### config.mk
export PLATFORM = sky130hd
export DESIGN_NAME = booth_multiplier
export DESIGN_NICKNAME = d
export VERILOG_FILES = /design/src/rtl/booth_multiplier.sv
export SDC_FILE = /design/constraint.sdc
export NUM_CORES = 1
export LEC_CHECK = 0
export ABC_AREA = 1
export CAP_MARGIN = 10
export CORE_ASPECT_RATIO = 1.1
export CORE_UTILIZATION = 35
export CTS_CLUSTER_SIZE = 24
export DETAILED_ROUTE_END_ITERATION = 6
export DONT_BUFFER_PORTS = 1
export HOLD_SLACK_MARGIN = 0.05
export PLACE_DENSITY = 0.58
export REMOVE_ABC_BUFFERS = 1
export SETUP_SLACK_MARGIN = 0.15
export SLEW_MARGIN = 20
export SYNTH_ARGS = -nofsm -noshare
export SYNTH_HDL_FRONTEND = slang
export SYNTH_SLANG_ARGS = --single-unit
### constraint.sdc
create_clock -name clk -period 2.7 [get_ports clk]
set_clock_uncertainty 0.15 [all_clocks]
set_input_delay 0.81 -clock clk [delete_from_list [all_inputs] [get_ports clk]]
set_output_delay 0.81 -clock clk [all_outputs]
set_load 0.005 [all_outputs]
### src/rtl/booth_multiplier.sv
// -----------------------------------------------------------------------------
// booth_multiplier
//
// Sequential radix-2 Booth multiplier. It returns the signed two's-complement
// product of two N-bit operands after N iterations, one per clock. The
// arithmetic datapath is a single (N+1)-bit add/subtract.
//
// Ports
//   clk           system clock, rising-edge active
//   reset         synchronous, active-high reset
//   valid         start request, sampled only while idle
//   multiplicand  signed operand M, captured at acceptance
//   multiplier    signed operand Q, captured at acceptance
//   mult_result   signed 2N-bit product, held until the next completion
//   mult_ready    one-cycle pulse while a new mult_result is presented
//   busy          high while an operation is calculating or completing
// -----------------------------------------------------------------------------
module booth_multiplier #(
  parameter int N = 8
) (
  input  logic             clk,
  input  logic             reset,
  input  logic             valid,
  input  logic [N-1:0]     multiplicand,
  input  logic [N-1:0]     multiplier,
  output logic [2*N-1:0]   mult_result,
  output logic             mult_ready,
  output logic             busy
);

  localparam int CW = $clog2(N);

  typedef enum logic [1:0] {
    IDLE = 2'd0,
    CALC = 2'd1,
    DONE = 2'd2
  } state_t;

  state_t           state_reg;
  state_t           state_next;

  logic [N:0]       a_reg;       // accumulator, one guard bit wider than N
  logic [N:0]       m_reg;       // sign-extended multiplicand
  logic [N-1:0]     q_reg;       // multiplier, shifted out LSB first
  logic             q_m1_reg;    // Booth extra bit q_-1
  logic [CW-1:0]    cnt_reg;     // iterations completed so far
  logic [2*N-1:0]   result_reg;

  logic [N:0]       sum;
  logic [N:0]       a_shift;
  logic [N-1:0]     q_shift;
  logic             last_iter;

  // One Booth step: conditional add/subtract, then arithmetic right shift
  // of the concatenation {A, Q, q_-1}.
  always_comb begin
    sum = a_reg;
    unique case ({q_reg[0], q_m1_reg})
      2'b01:   sum = a_reg + m_reg;
      2'b10:   sum = a_reg - m_reg;
      default: sum = a_reg;
    endcase
    a_shift   = {sum[N], sum[N:1]};
    q_shift   = {sum[0], q_reg[N-1:1]};
    last_iter = (cnt_reg == CW'(N - 1));
  end

  // State register
  always_ff @(posedge clk) begin
    if (reset) begin
      state_reg <= IDLE;
    end else begin
      state_reg <= state_next;
    end
  end

  // Next-state logic
  always_comb begin
    state_next = state_reg;
    unique case (state_reg)
      IDLE:    if (valid) state_next = CALC;
      CALC:    if (last_iter) state_next = DONE;
      DONE:    state_next = IDLE;
      default: state_next = IDLE;
    endcase
  end

  // Datapath registers
  always_ff @(posedge clk) begin
    if (reset) begin
      a_reg      <= '0;
      m_reg      <= '0;
      q_reg      <= '0;
      q_m1_reg   <= 1'b0;
      cnt_reg    <= '0;
      result_reg <= '0;
    end else begin
      unique case (state_reg)
        IDLE: begin
          if (valid) begin
            a_reg    <= '0;
            m_reg    <= {multiplicand[N-1], multiplicand};
            q_reg    <= multiplier;
            q_m1_reg <= 1'b0;
            cnt_reg  <= '0;
          end
        end
        CALC: begin
          a_reg    <= a_shift;
          q_reg    <= q_shift;
          q_m1_reg <= q_reg[0];
          // The counter saturates naturally: the last iteration leaves CALC,
          // so it is never incremented past N-1.
          if (!last_iter) begin
            cnt_reg <= cnt_reg + 1'b1;
          end
          if (last_iter) begin
            // The product is the low 2N bits of the post-shift {A, Q}.
            result_reg <= {a_shift[N-1:0], q_shift};
          end
        end
        default: ;
      endcase
    end
  end

  // Outputs decoded from registered state only
  always_comb begin
    mult_result = result_reg;
    mult_ready  = (state_reg == DONE);
    busy        = (state_reg != IDLE);
  end

endmodule
==> results.cfg <==
[placement]
pre_cts_ws_ns = 0.03319
gp_congestion = 0.7772
portBuffers = 0
dp_hpwl_um = 3828

[floorplanning]
die_y_um = 89.99
die_area_sq_mm = 0.007379
start_util_pct = 36.71
num_io_pins = 37
die_x_um = 82.00
fp-row-count = 31
coreArea_sq_mm = 0.006710

[logic_synthesis]
synth_area_per_cell_sq_um = 7.465
synth.top_cell.area_share_pct = 37.38
synth_cell_types = 36
ys_seq_area_share_pct = 37.38
ys_ff_latch = 46
async_reset_ff_share_pct = 0
synth_top_area_cell = dfxtp_1
yosys_most_used_dff = dfxtp_1
syn_area_sq_mm = 0.002464
synth.top_cells.by_area = dfxtp_1, nand2_1, ha_1
synth_edf_count = 0
yosysWarnings = 0
syn_inst = 330

[clock_network]
cts_tree = yes
clk_path_buf_depth = 2
ctsRootBufferMaster = clkbuf_8
cts_max_level = 2
cts_hold_buf = 0
clkLatencyLatePin_ns = 0.30
clk_pin_slew_worst_paths_ns = 0.08
cts_inserted_buffers = 5
cts.sinks = 46

[routing]
wl_per_cell_um = 12.98
ant_nets = 0
via_per_inst = 5.015
first_iter_violations = 102
vias = 2061
drc = 0
routed_wl_um = 5336
firstDrtPassIters = 4

[sta]
setup_slack_ns = 0.1971
hold_slack_ns = 0.3063
setup_violations = 0
tns_ns = 0
fmax_mhz = 399.5
finalCriticalPeriod_ns = 2.503
worst_pin_slew_ns = 0.4062
period_share_pct = 92.70
slew_violations = 0
rsz0062_at_grt = true
slew_headroom_pct = 72.92
finalHoldViolCount = 0

[cells_and_area]
fillers = 696
largest_reg_flops = 16
syn_to_final_growth_pct = 12.19
final_common_cell = nand2_1
final_cell_mix = nand2_1, dfxtp_1, inv_1
antenna_cells = 0
fin_nets = 360
drive_above_1_share_pct = 18.84

[critical_path]
crit_path_end_kind = flip-flop
crit_fanout = 5
worst_ep_required_time_ns = 2.75
slowest_stage = dfxtp_2
critPathKind = reg -> reg
ff2ff_setup_slack_ns = 0.20
slowest_delay_ns = 0.33
cp-start-kind = flip-flop
crit_arrival_ns = 2.56
crit_chain = inv_2, ha_4, inv_2, nor2_4, nand2_2, o31ai_4, xnor2_1, inv_1, ha_4, nand2_4, inv_2, a21oi_4, nand2_1, nand2_1, nand3_1, nand2_1, nand2_2, o21bai_1, inv_1

[hold_path]
hold_path_class = reg -> reg

[power]
p_comb_share_pct = 25.1
p_clk_share_pct = 30.4
sequentialPowerShare_pct = 44.5
peakVddDrop_mv = 0.2885
p_leak_nw = 1.160
p_sw_uw = 498.5
internal_power_mw = 1.154
p_per_area_mw_per_mm2 = 597.8
sw_frac_of_total_pct = 30.17

[grt]
grt_max_degree = 24
antenna_found_initial = 0
grt_pass1_wl_um = 9280
grt_pass1_vias = 2064
grtUsageTotal_pct = 16.03
grt.overflow.total = 0

[status]
outcome = completed

[job]
maxCapViolations = 0
[cell families after synthesis]
family | count (synthesis) | share of synthesized area [%]
compound gates | 76 | 19.86
fa+ha+maj | 13 | 6.907
simple gates | 137 | 24.63
flops | 46 | 37.38
xor+xnor | 5 | 1.778
buf+inv | 53 | 9.446
[stage by stage]
step	total power, mW	utilization (%)	instances	cell area, sq um
6_report	1.652	41.19	411	2764
5_1_grt	1.763	41.19	411	2764
4_1_cts	1.613	39.23	409	2633
3_5_place_dp	1.096	37.22	401	2497
3_3_place_gp	1.092	37.22	401	2497
2_1_floorplan	1.026	-	318	2387
[power groups by stage]
stage               clock network, mW  logic, mW  registers, mW
floorplan                           0      0.286          0.740
global placement                    0      0.347          0.745
detailed placement                  0      0.350          0.746
CTS                             0.519      0.363          0.731
global route                    0.542      0.481          0.740
finish                          0.502      0.415          0.735
[critical path, delay by kind of cell (launching register included)]
family	cells	cell delay, ns
AOI/OAI and AO/OA	3	0.46
xor gates and xnor gates	1	0.13
adders and majority gates	2	0.40
buffers and inverters	5	0.29
DFF	1	0.33
and+or+nand+nor	8	0.64
[cell type report]
type / instances / area [sq um] / share of cell area, %
repair buffers: 3 / 22.52 / 0.8148
flip-flops and latches: 46 / 925.9 / 33.50
clock buffers: 7 / 76.32 / 2.761
multi-input cells: 231 / 1450 / 52.47
clock inverters: 1 / 30.03 / 1.086
inverters: 41 / 156.4 / 5.659
well taps: 82 / 102.6 / 3.712
[worst paths after layout]
check	endpoint	cells after the start	startpoint
min	q_m1_reg	2	q_m1_reg
min reg2reg	q_m1_reg	2	q_m1_reg
max reg2reg	mult_result[15]	19	m_reg[1]
max	mult_result[15]	19	m_reg[1]
[timing repair]
item                                    4_1_cts  5_1_grt
endpoints found under the setup margin        4       12
setup buffers                                 0        2
endpoints found under the hold margin         0        0
pin swaps                                     0       15
gates resized for setup                       5       31
[cells in the mapped netlist (all sizes together) (3+ instances only)]
library cell  count
nand2            68
dfxtp            46
inv              41
nor2             34
o21ai            31
nand3            29
a21oi            25
a211oi           12
ha               12
buf              10
xor2              3
[layer usage]
metal  part of all wire, %  global-route usage (%)  vias up
li1                      -                       -     1078
met1                    43                   18.74      940
met2                    51                   27.69       36
met3                   4.5                   4.061        7
met4                   1.4                   5.263        0
met5                     0                       0        -
Power figures use the tool's default switching activity.
